`src/rtl/rom_port_arbiter.sv`:
```
// Shares the game ROM/RAM port between the HPS download writer, CPU reads and
// graphics reads, and holds the core in reset around downloads. Optional ARB_TIMEOUT_EN.
module rom_port_arbiter #(
  parameter int AW          = 17,
  parameter int HOLD_CYCLES = 16,
  parameter int TIMEOUT     = 64
) (
  input  logic          clk_sys,
  input  logic          reset,
  input  logic          dn_active,
  input  logic          dn_wr,
  input  logic [AW-1:0] dn_addr,
  input  logic [7:0]    dn_data,
  input  logic          cpu_req,
  input  logic [AW-1:0] cpu_addr,
  output logic          cpu_ack,
  output logic [7:0]    cpu_data,
  input  logic          gfx_req,
  input  logic [AW-1:0] gfx_addr,
  output logic          gfx_ack,
  output logic [7:0]    gfx_data,
  output logic          mem_req,
  output logic          mem_we,
  output logic [AW-1:0] mem_addr,
  output logic [7:0]    mem_din,
  input  logic          mem_ack,
  input  logic [7:0]    mem_dout,
  output logic          game_reset,
  output logic          dn_overrun,
  output logic          mem_timeout
);

  typedef enum logic {S_IDLE, S_WAIT} state_t;

  state_t          state_reg, state_next;
  logic            buf_full_reg;
  logic [AW-1:0]   buf_addr_reg;
  logic [7:0]      buf_data_reg;
  logic            prio_gfx_reg;
  logic            cur_gfx_reg;
  logic            mem_req_reg, mem_we_reg;
  logic [AW-1:0]   mem_addr_reg;
  logic [7:0]      mem_din_reg;
  logic            cpu_ack_reg, gfx_ack_reg;
  logic [7:0]      cpu_data_reg, gfx_data_reg;
  logic            overrun_reg;
  logic            game_reset_reg;
  logic [7:0]      hold_cnt_reg;

  logic            cpu_elig, gfx_elig;
  logic            grant_wr, grant_cpu, grant_gfx;
  logic            complete, buf_free;
  logic [7:0]      rd_data;
  logic            timeout_hit;

`ifdef ARB_TIMEOUT_EN
  localparam int TW = $clog2(TIMEOUT + 1);
  logic [TW-1:0] to_cnt_reg;
  logic          to_flag_reg;

  assign timeout_hit = (state_reg == S_WAIT) && !mem_ack && (to_cnt_reg == TW'(TIMEOUT - 1));

  always_ff @(posedge clk_sys or posedge reset) begin
    if (reset) begin
      to_cnt_reg  <= '0;
      to_flag_reg <= 1'b0;
    end else begin
      to_cnt_reg <= (state_reg == S_WAIT) ? to_cnt_reg + 1'b1 : '0;
      if (timeout_hit)
        to_flag_reg <= 1'b1;
    end
  end

  assign mem_timeout = to_flag_reg;
`else
  assign timeout_hit = 1'b0;
  assign mem_timeout = 1'b0;
`endif

  always_comb begin
    state_next = state_reg;
    grant_wr   = 1'b0;
    grant_cpu  = 1'b0;
    grant_gfx  = 1'b0;
    complete   = 1'b0;
    rd_data    = mem_ack ? mem_dout : 8'hFF;
    // A requester whose ack is high this cycle sits out, so it can drop req cleanly.
    cpu_elig   = cpu_req && !cpu_ack_reg && !dn_active && !buf_full_reg;
    gfx_elig   = gfx_req && !gfx_ack_reg && !dn_active && !buf_full_reg;
    case (state_reg)
      S_IDLE: begin
        if (buf_full_reg) begin
          grant_wr = 1'b1;
        end else begin
          grant_cpu = cpu_elig && (!gfx_elig || !prio_gfx_reg);
          grant_gfx = gfx_elig && (!cpu_elig || prio_gfx_reg);
        end
        if (grant_wr || grant_cpu || grant_gfx)
          state_next = S_WAIT;
      end
      S_WAIT: begin
        complete = mem_ack || timeout_hit;
        if (complete)
          state_next = S_IDLE;
      end
      default: state_next = S_IDLE;
    endcase
  end

  assign buf_free = complete && mem_we_reg;

  always_ff @(posedge clk_sys or posedge reset) begin
    if (reset)
      state_reg <= S_IDLE;
    else
      state_reg <= state_next;
  end

  always_ff @(posedge clk_sys or posedge reset) begin
    if (reset) begin
      mem_req_reg  <= 1'b0;
      mem_we_reg   <= 1'b0;
      mem_addr_reg <= '0;
      mem_din_reg  <= '0;
      cur_gfx_reg  <= 1'b0;
      prio_gfx_reg <= 1'b0;
      cpu_ack_reg  <= 1'b0;
      gfx_ack_reg  <= 1'b0;
      cpu_data_reg <= '0;
      gfx_data_reg <= '0;
    end else begin
      cpu_ack_reg <= 1'b0;
      gfx_ack_reg <= 1'b0;
      if (grant_wr || grant_cpu || grant_gfx) begin
        mem_req_reg  <= 1'b1;
        mem_we_reg   <= grant_wr;
        cur_gfx_reg  <= grant_gfx;
        mem_addr_reg <= grant_wr ? buf_addr_reg : (grant_cpu ? cpu_addr : gfx_addr);
        if (grant_wr)
          mem_din_reg <= buf_data_reg;
      end
      if (grant_cpu)
        prio_gfx_reg <= 1'b1;
      else if (grant_gfx)
        prio_gfx_reg <= 1'b0;
      if (complete) begin
        mem_req_reg <= 1'b0;
        if (!mem_we_reg) begin
          if (cur_gfx_reg) begin
            gfx_ack_reg  <= 1'b1;
            gfx_data_reg <= rd_data;
          end else begin
            cpu_ack_reg  <= 1'b1;
            cpu_data_reg <= rd_data;
          end
        end
      end
    end
  end

  always_ff @(posedge clk_sys or posedge reset) begin
    if (reset) begin
      buf_full_reg <= 1'b0;
      buf_addr_reg <= '0;
      buf_data_reg <= '0;
      overrun_reg  <= 1'b0;
    end else begin
      if (dn_wr && (!buf_full_reg || buf_free)) begin
        buf_full_reg <= 1'b1;
        buf_addr_reg <= dn_addr;
        buf_data_reg <= dn_data;
      end else if (buf_free) begin
        buf_full_reg <= 1'b0;
      end
      if (dn_wr && buf_full_reg && !buf_free)
        overrun_reg <= 1'b1;
    end
  end

  // The buffer stays full until its write completes, so an empty buffer also
  // means no write is in flight.
  always_ff @(posedge clk_sys or posedge reset) begin
    if (reset) begin
      game_reset_reg <= 1'b1;
      hold_cnt_reg   <= '0;
    end else if (dn_active) begin
      game_reset_reg <= 1'b1;
      hold_cnt_reg   <= '0;
    end else if (buf_full_reg) begin
      hold_cnt_reg <= '0;
    end else if (game_reset_reg) begin
      if (hold_cnt_reg == 8'(HOLD_CYCLES - 1))
        game_reset_reg <= 1'b0;
      else
        hold_cnt_reg <= hold_cnt_reg + 8'd1;
    end
  end

  assign cpu_ack    = cpu_ack_reg;
  assign cpu_data   = cpu_data_reg;
  assign gfx_ack    = gfx_ack_reg;
  assign gfx_data   = gfx_data_reg;
  assign mem_req    = mem_req_reg;
  assign mem_we     = mem_we_reg;
  assign mem_addr   = mem_addr_reg;
  assign mem_din    = mem_din_reg;
  assign game_reset = game_reset_reg;
  assign dn_overrun = overrun_reg;

endmodule

```
`config.mk`:
```
export PLATFORM = sky130hd
export DESIGN_NAME = rom_port_arbiter
export DESIGN_NICKNAME = d
export VERILOG_FILES = /design/src/rtl/rom_port_arbiter.sv
export SDC_FILE = /design/constraint.sdc
export NUM_CORES = 1
export LEC_CHECK = 0
export BUFFER_PORTS_ARGS = -buffer_cell sky130_fd_sc_hd__buf_2
export CORE_UTILIZATION = 27
export CTS_CLUSTER_SIZE = 8
export DETAILED_ROUTE_END_ITERATION = 8
export PLACE_DENSITY_LB_ADDON = 0.3
export SLEW_MARGIN = 30
export SYNTH_ARGS = -nofsm -noshare
export SYNTH_HDL_FRONTEND = slang
export SYNTH_SLANG_ARGS = --single-unit
```
`constraint.sdc`:
```
create_clock -name clk_sys -period 2 [get_ports clk_sys]
set_input_delay 0 -clock clk_sys [delete_from_list [all_inputs] [get_ports clk_sys]]
set_output_delay 0 -clock clk_sys [all_outputs]
set_load 0.1 [all_outputs]
```
==> metrics.txt <==
starting density of the core=27.9%; Die Wd=119 um; most frequent cell after synthesis=dfrtp_1; clock buffer depth=2; max-cap viol count=0; worst setup margin=0.358 ns; Final Skew=0.00523 ns; Main synth FF type=dfrtp_1; DRC Markers=0; design area=5370 sq um; Post-Synthesis Cells=350; worst slack, placed=0.352 ns; # setup viols final=0; Inserted Clock Buffers=9; CTS tree=yes; fin. max-slew vios=0; row cnt=42; CP max FO=17; Starting DRT DRC Count=145; Vias=3,171; Hold Path Class=primary input to flop; largest net degree at the start of global routing=85; mux cell area share after synthesis=12.4%; NetSw=3.71 mW; vias in the first global route=3,213; Int Pwr=3.89 mW; WP data arrival=1.85 ns; syn_area_per_cell=10.6 sq um; max frequency=609 MHz; Skew-Pair Late Insertion Delay=0.34 ns; top cell type's share of synthesized area=55.8%; Worst VDD drop=0.782 mV; Final Instance Count excl. Fillers=703; Leakage=2.57 nW; PostCTS Resize Cnt=0; layout cells sized above 1=37.4%; Gate power share=45.9%; DRT Pass-1 Iters=5; Critical Path RT=2.20 ns; cell chain of the critical path=nor2b_1, a211o_1, buf_4, mux2i_1, o22ai_1; I/O pin count=122; GP Congestion=0.738; Cell Area, Synth=3720 sq um; crit path launch type=flop; EDFF count, synth=0; diode count=0; Synth Register Bits=84; buffers added on ports=120; CP Capture Type=flop; grt total ovfl=0; routed len/inst=14.1 um; DRT Wirelength=9930 um; slowest cell delay on critical path=0.40 ns; adder-cell share of the synthesized area=0.336%; Compound-Gate Fraction of Synth Area=9.91%; Post-DP Area=4540 sq um; die area=14,300 sq um; Die H=119 um; placed cell count=634; synth warn=0; Detail Placement HPWL=6470 um; fin crit share=82.1%; FFs w/ async S/R, synth=100%; initial antenna violation count=0; Via density=4.51; Seq/Total Area, Yosys=56.5%; count of final hold-check violations=0; area leader, netlist=dfrtp_1; library cells used by synthesis=41; Post-Synth Simple-Gate Area=16.2%; largest family of logic cells by synthesized area=simple AND/OR/NAND/NOR gates; CTS H-Tree Depth=3; status=completed; fin crit period=1.64 ns; number of clock sinks=84; RSZ-0062 raised after global routing=false; Root Buffer=clkbuf_16; area of the core=13,300 sq um; Total GRT Usage=14.5%; XOR/XNOR Fraction of Synth Area=0.941%; main area contributors after synthesis=dfrtp_1 (56%), mux2_2 (7.6%), mux2i_1 (4.8%), nand2_1 (4.0%), a21oi_1 (3.9%); Area Growth Syn to Fin=44.3%; Worst-path clk slew=0.06 ns; Final Net Count=597; most frequent cells after synthesis=dfrtp_1 (83), nand2_1 (40), nor2_1 (36); syn nets=425; CP max stage cell=dfrtp_2; switch share=48.9%; Clock Power Share=22.3%; Crit Path Class=flop to flop; pwr/cell area=1410 nW/um^2; first-pass GRT wire length=15,900 um; post-route ant nets=0; Tot Pwr=7.60 mW; Seq pwr share=31.8%
## power by group through the flow
stage / Clock, mW / Sequential, mW / Combinational [mW]
after floorplan: 0 / 4.61 / 0.637
after global placement: 0 / 2.43 / 3.40
after detailed placement: 0 / 2.44 / 3.44
after CTS: 1.75 / 2.42 / 3.52
after global routing: 1.83 / 2.48 / 3.64
final: 1.69 / 2.42 / 3.49
## stage by stage
step,util [%],TNS (ns),hold WS (ns)
CTS,40.3,0,0.0469
detailed placement,34.0,0,0.172
global placement,34.0,0,0.168
floorplan,-,-4.25,0.108
finish,40.3,0,0.0579
global route,40.3,0,0.0604
## critical path: cells and delay by family, from the launching register on
family | cells | cell delay [ns]
AOI/OAI and AO/OA | 2 | 0.27
buffers and inverters | 1 | 0.31
DFF | 1 | 0.40
muxes | 1 | 0.26
and+or+nand+nor | 1 | 0.26
## path summary, 6_finish.rpt
path                            startpoint     endpoint  slack [ns]  cells past startpoint
setup / recovery                   gfx_ack  mem_addr[0]        0.36                      5
hold / removal                 cpu_addr[5]  mem_addr[5]        0.06                      4
setup reg to reg                   gfx_ack  mem_addr[0]        0.36                      5
hold reg to reg            buf_data_reg[4]   mem_din[4]        0.47                      2
max in group asynchronous            reset   game_reset        1.29                      4
min in group asynchronous            reset  gfx_data[3]        0.32                      4
## area by class of cell
| class | instances | area [sq um] |
|---|---|---|
| fillers | 1342 | 7970 |
| multi-input cells | 241 | 1490 |
| clock buffers | 13 | 260 |
| inverters | 2 | 11.3 |
| flip-flops and latches | 84 | 2110 |
| well taps | 176 | 220 |
| repair buffers | 184 | 1240 |
| clock inverters | 3 | 45.0 |
## per-layer routing
metal	global-route usage, %	routed length [um]	vias to the layer above
li1	-	-	1538
met1	17.9	4380	1550
met2	24.3	4950	77
met3	4.36	503	6
met4	4.22	91	0
met5	0	0	-
## kinds of logic after synthesis
logic type / after synthesis
XOR/XNOR: 4
AO/OA/AOI/OAI: 65
multiplexers: 43
AND/OR/NAND/NOR: 127
adder cells (fa/ha/maj): 1
flip-flops: 84
other: 1
buffers and inverters: 25
## what timing repair did
| action | in CTS | in global routing |
|---|---|---|
| setup endpoints to repair | 0 | 0 |
| setup buffers | 0 | 0 |
| hold buffers | 53 | 0 |
| endpoints found under the hold margin | 144 | 0 |
## layout by cell type, fill, tap and decap left out, types with 2 or more instances in the layout
| cell | Yosys | layout |
|---|---|---|
| nand2b_1 | 3 | 3 |
| nor2_1 | 36 | 36 |
| nand4_1 | 2 | 2 |
| clkbuf_8 | 0 | 2 |
| mux2i_1 | 18 | 18 |
| nand3_1 | 5 | 5 |
| dfrtp_2 | 0 | 2 |
| nor2b_1 | 11 | 10 |
| clkinvlp_4 | 0 | 3 |
| clkbuf_16 | 0 | 9 |
| o21ai_0 | 13 | 12 |
| xnor2_1 | 2 | 2 |
| dfrtp_1 | 83 | 81 |
| clkbuf_1 | 13 | 2 |
| o22ai_1 | 17 | 17 |
| nor3_1 | 3 | 3 |
| a21oi_1 | 29 | 29 |
| nand2_1 | 40 | 40 |
| buf_2 | 5 | 120 |
| or2_2 | 18 | 18 |
| buf_12 | 1 | 2 |
| xor2_1 | 2 | 2 |
| mux2_2 | 25 | 25 |
| buf_4 | 1 | 9 |
| dlygate4sd3_1 | 0 | 53 |
Power figures use the tool's default switching activity.
